`src/rtl/gcd_pkg.sv`:
```
// Shared types for the GCD/LCM calculator stages.
// Holds the default operand width and the FSM state encoding.
package gcd_pkg;

  localparam int W_DEF = 4;

  typedef enum logic [1:0] {
    IDLE,
    CALC,
    DONE
  } state_t;

endpackage

```
`src/rtl/div_step.sv`:
```
// One restoring-division step: shift in a dividend bit,
// trial-subtract the divisor, keep the difference if it fits.
module div_step #(
  parameter int W = 4
) (
  input  logic [W:0]   rem,
  input  logic         pbit,
  input  logic [W-1:0] g,
  output logic [W:0]   nrem,
  output logic         qbit
);

  logic [W:0] shifted;
  logic [W:0] dvsr;
  logic       ge;

  assign shifted = {rem[W-1:0], pbit};
  assign dvsr    = {1'b0, g};
  // a set top bit means the shifted value already exceeds any divisor
  assign ge      = rem[W] | (shifted >= dvsr);
  assign nrem    = ge ? shifted - dvsr : shifted;
  assign qbit    = ge;

endmodule

```
`src/rtl/lcm_cal.sv`:
```
// LCM from a GCD triple: registers a*b, then divides it by g
// one quotient bit per cycle; err flags a non-divisor g.
module lcm_cal
  import gcd_pkg::*;
#(
  parameter int W = W_DEF
) (
  input  logic           clk,
  input  logic           rst,
  input  logic           in_valid,
  output logic           in_ready,
  input  logic [W-1:0]   a,
  input  logic [W-1:0]   b,
  input  logic [W-1:0]   g,
  output logic           out_valid,
  input  logic           out_ready,
  output logic [2*W-1:0] lcm,
  output logic           err
);

  localparam int CW = $clog2(2 * W);

  state_t         state;
  state_t         nxt;
  logic [2*W-1:0] prod;
  logic [2*W-2:0] quot;
  logic [W-1:0]   gr;
  logic [W:0]     rem;
  logic [W:0]     nrem;
  logic [CW-1:0]  cnt;
  logic           qbit;
  logic           acc;
  logic           zop;
  logic           short;
  logic           last;

  assign in_ready  = (state == IDLE);
  assign out_valid = (state == DONE);
  assign acc       = in_valid & in_ready;
  assign zop       = (a == '0) || (b == '0);
  assign short     = zop || (g == '0);
  assign last      = (cnt == CW'(2 * W - 1));

  div_step #(
    .W(W)
  ) u_step (
    .rem (rem),
    .pbit(prod[2*W-1]),
    .g   (gr),
    .nrem(nrem),
    .qbit(qbit)
  );

  always_comb begin
    nxt = state;
    case (state)
      IDLE: if (acc) nxt = short ? DONE : CALC;
      CALC: if (last) nxt = DONE;
      DONE: if (out_ready) nxt = IDLE;
      default: nxt = IDLE;
    endcase
  end

  always_ff @(posedge clk or posedge rst) begin
    if (rst) state <= IDLE;
    else     state <= nxt;
  end

  always_ff @(posedge clk or posedge rst) begin
    if (rst) begin
      prod <= '0;
      quot <= '0;
      gr   <= '0;
      rem  <= '0;
      cnt  <= '0;
      lcm  <= '0;
      err  <= 1'b0;
    end else begin
      case (state)
        IDLE: begin
          if (acc) begin
            prod <= (2 * W)'(a) * (2 * W)'(b);
            gr   <= g;
            quot <= '0;
            rem  <= '0;
            cnt  <= '0;
            if (short) begin
              lcm <= '0;
              err <= ~zop;
            end
          end
        end
        CALC: begin
          prod <= prod << 1;
          rem  <= nrem;
          quot <= {quot[2*W-3:0], qbit};
          cnt  <= cnt + CW'(1);
          // last step: the final quotient bit comes straight from div_step
          if (last) begin
            lcm <= {quot, qbit};
            err <= (nrem != '0);
          end
        end
        default: ;
      endcase
    end
  end

endmodule
```
`config.mk`:
```
export PLATFORM = sky130hd
export DESIGN_NAME = lcm_cal
export DESIGN_NICKNAME = d
export VERILOG_FILES = /design/src/rtl/gcd_pkg.sv /design/src/rtl/div_step.sv /design/src/rtl/lcm_cal.sv
export SDC_FILE = /design/constraint.sdc
export NUM_CORES = 1
export LEC_CHECK = 0
export CORE_ASPECT_RATIO = 1.75
export CORE_MARGIN = 1.5
export CORE_UTILIZATION = 50
export CTS_BUF_LIST = sky130_fd_sc_hd__clkbuf_4 sky130_fd_sc_hd__clkbuf_8 sky130_fd_sc_hd__clkbuf_16
export DETAILED_ROUTE_END_ITERATION = 12
export GPL_TIMING_DRIVEN = 0
export PLACE_DENSITY = 0.82
export SYNTH_ARGS = -nofsm -noshare
export SYNTH_HDL_FRONTEND = slang
export SYNTH_SLANG_ARGS = --single-unit
```
`constraint.sdc`:
```
create_clock -name clk -period 2.4 [get_ports clk]
set_clock_uncertainty 0.15 [all_clocks]
set_input_delay 0.48 -clock clk [delete_from_list [all_inputs] [get_ports clk]]
set_output_delay 0.48 -clock clk [all_outputs]
set_load 0.01 [all_outputs]
```
==> summary.md <==
| Metric | Value |
|---|---|
| Most common cell in the synthesized netlist | nand2_1 |
| Placed instance count | roughly 320 |
| FMAX | between 0.3 and 0.4 GHz |
| Routed vias/inst | 5.749 |
| H-tree lvl count | 2 |
| Starting Density | 51.81% |
| 1st-iter DRT viols | 46 |
| CP required | 2420 ps |
| CTS root buffer | clkbuf_8 |
| Worst-path clk slew | about 80 ps |
| Synth Cell Area | 2261 sq um |
| Leakage | approximately 1.3 nW |
| Max-cap check violation count | 0 |
| Final setup viols | 5 |
| Crit path top cell by count | fa_1 |
| Worst reg-to-reg path cell count | 6 |
| DR DRC count | 0 |
| Total congestion overflow | 0 |
| Global-route wire length before repair | 8873 um |
| Asr flop ratio synth | 100.0% |
| Fin nets | 321 |
| Worst-path maximum fanout | 5 |
| Post-route minimum period | 2704 ps |
| Final Hold Fails | 0 |
| Final WL | 5308 um |
| # port buffers | 26 |
| CTS tree | done |
| Clock Sinks | 38 |
| Syn Area/Cell | 9.266 sq um |
| Critical path's slowest cell | fa_1 |
| Synth Instances | around 240 |
| CTS Buf Count | 5 |
| FF+latch count, synth | 38 |
| Status | complete, but fails checks |
| Placer Congestion | 0.8849 |
| Clock Tree Buf Depth | 2 |
| RSZ-0062 raised after global routing | true |
| Core box area | 4364 sq um |
| Fin cells | about 330 |
| CP Cell Sequence | buf_6 > nand2_2 > fa_1 > inv_2 > fa_1 > buf_4 > fa_2 > a21o_1 > a21oi_2 > xor2_1 > o21ai_1 |
| Critical Path AT | 2730 ps |
| Die H | 91.96 um |
| Register area share after synthesis | 42.06% |
| Synth unique cells | 47 |
| Clk_lat worst skew | 300 ps |
| DP HPWL | 3825 um |
| Synth warnings | 0 |
| All-Layer GR Usage | 24.59% |
| Largest net degree at the start of global routing | 39 |
| CP startpoint kind | input pin |
| Drt pass-1 iters | 4 |
| Final worst-path cycle share | 112.7% |
| DIE AREA | 4950 sq um |
| Final core utilization | 64.08% |
| Die X | 53.83 um |
| Max VDD drop | between 0.0005 and 0.0006 V |
| EDFF count, synth | 0 |
| Synth top area share | 42.06% |
| PwrDens | 1214 nW/um^2 |
| Max-slew headroom | 46.97% |
| Slew Limit Fails | 0 |
| Syn_nets | roughly 280 |
| P&R area growth vs syn | 23.69% |
| Design area | 2796 sq um |
| Hold buffer count at CTS | 0 |
| DRT antenna net count | 0 |
| Ports | 27 |
| Min-delay worst type | in -> reg |
| WL/cell | 15.89 um |
| Placed instance area | 2611 sq um |
| Failing checks | negative setup slack |
| Most used flip-flop cell after synthesis | dfrtp_1 |
| Cell taking the most area after synthesis | dfrtp_1 |
| Largest stage delay on the critical path | 510 ps |
| Most frequent cells after synthesis | 52 x nand2_1, 38 x dfrtp_1, 18 x ha_1, 18 x o21ai_1, 14 x nor2_1 |
| Overall power | 3.396 mW |
| Vias in the first global route | 1973 |
| Synth area leaders | dfrtp_1 42%, ha_1 10%, nand2_1 8.6% |
| Nature of the critical path endpoint | register |
| Setup ws final | -303.9 ps |
| Row Count | 32 |
| Via Count | 1920 |
| Slew @ Worst Pin | between 700 and 800 ps |
| Share of layout cells above drive strength 1 | 13.78% |
| CP Class | in -> reg |
| Ant diodes | 0 |
| Antenna violations before repair | 0 |
| Worst Hold Depth | 3 |
metal layers:
layer | wire [um] | GRT usage, %
met4 | 170 | 12.39
met5 | 0 | 0
met3 | 176 | 4.723
met1 | 1918 | 26.14
met2 | 3043 | 43.29
cells by family after synthesis:
logic type / share of synthesized area, %
xor+xnor: 1.550
compound gates: 14.39
mux: 1.384
simple gates: 22.25
buf+inv: 3.984
flops: 42.06
fa+ha+maj: 14.39
final cells by class:
type	instances	area (sq um)
fillers	340	1568
flip-flops and latches	38	950.9
inverters	12	45.04
clock inverters	2	12.51
plain buffers	8	45.04
well taps	51	63.81
multi-input cells	186	1276
clock buffers	6	82.58
repair buffers	31	320.3
power breakdown:
group	total, mW	internal (mW)	switching, mW
Sequential	1.10	0.921	0.182
Clock	0.465	0.231	0.234
Combinational	1.83	0.775	1.05
sequential cells by signal, indices dropped and copies added, names as in the netlist:
name and flops:
cnt 3, gr 4, quot 7, rem 5, lcm 8, prod 8, state 2, err 1
worst max-delay path: cells and delay by family:
| family | cells | cell delay [ps] |
|---|---|---|
| xor+xnor | 1 | 150 |
| compound gates | 3 | 420 |
| buf+inv | 3 | 300 |
| simple gates | 1 | 60 |
| fa+ha+maj | 3 | 1310 |
cells in the final DEF, fill, tap and decap left out, types with 2 or more instances in the layout:
cell and n:
nand2_1 49, dfrtp_1 38, o21ai_1 18, clkdlybuf4s50_1 18
ha_1 16, nor2_1 14, and2_1 13, inv_1 10
nand3_1 7, clkbuf_1 6, buf_6 6, clkbuf_8 6
o21ai_0 5, buf_4 5, nand2b_1 4, o22ai_1 4
fa_1 4, xor2_1 3, nor4_1 3, o2bb2ai_1 3
a21o_1 2, a21oi_2 2, a22oi_1 2, nor4_2 2
mux2i_1 2, a21oi_1 2, nand2_2 2, inv_2 2
ha_4 2, buf_12 2, dlygate4sd2_1 2
path summary, 6_finish.rpt:
check | start | endpoint | slack, ps
setup / recovery | a[0] | prod[6] | -300
hold / removal | a[0] | prod[0] | 280
setup reg to reg | rem[1] | err | 230
hold reg to reg | lcm[4] | lcm[4] | 340
max in group asynchronous | rst | prod[2] | 1100
min in group asynchronous | rst | gr[3] | 500
what timing repair did:
item / in CTS / in global routing
pin swaps: 10 / 10
setup endpoints to repair: 6 / 5
setup buffers: 4 / 1
gates resized for setup: 47 / 2
per-stage QoR:
step	setup TNS, ps	hold slack, ps	setup slack, ps
4_1_cts	-1157	305.5	-343.9
3_3_place_gp	-7181	309.7	-1227
3_5_place_dp	-7559	312.4	-1239
5_1_grt	-1391	307.8	-375.0
2_1_floorplan	-1066	295.8	-383.7
6_report	-1049	280.6	-303.9
(Power assumes the default switching activity.)
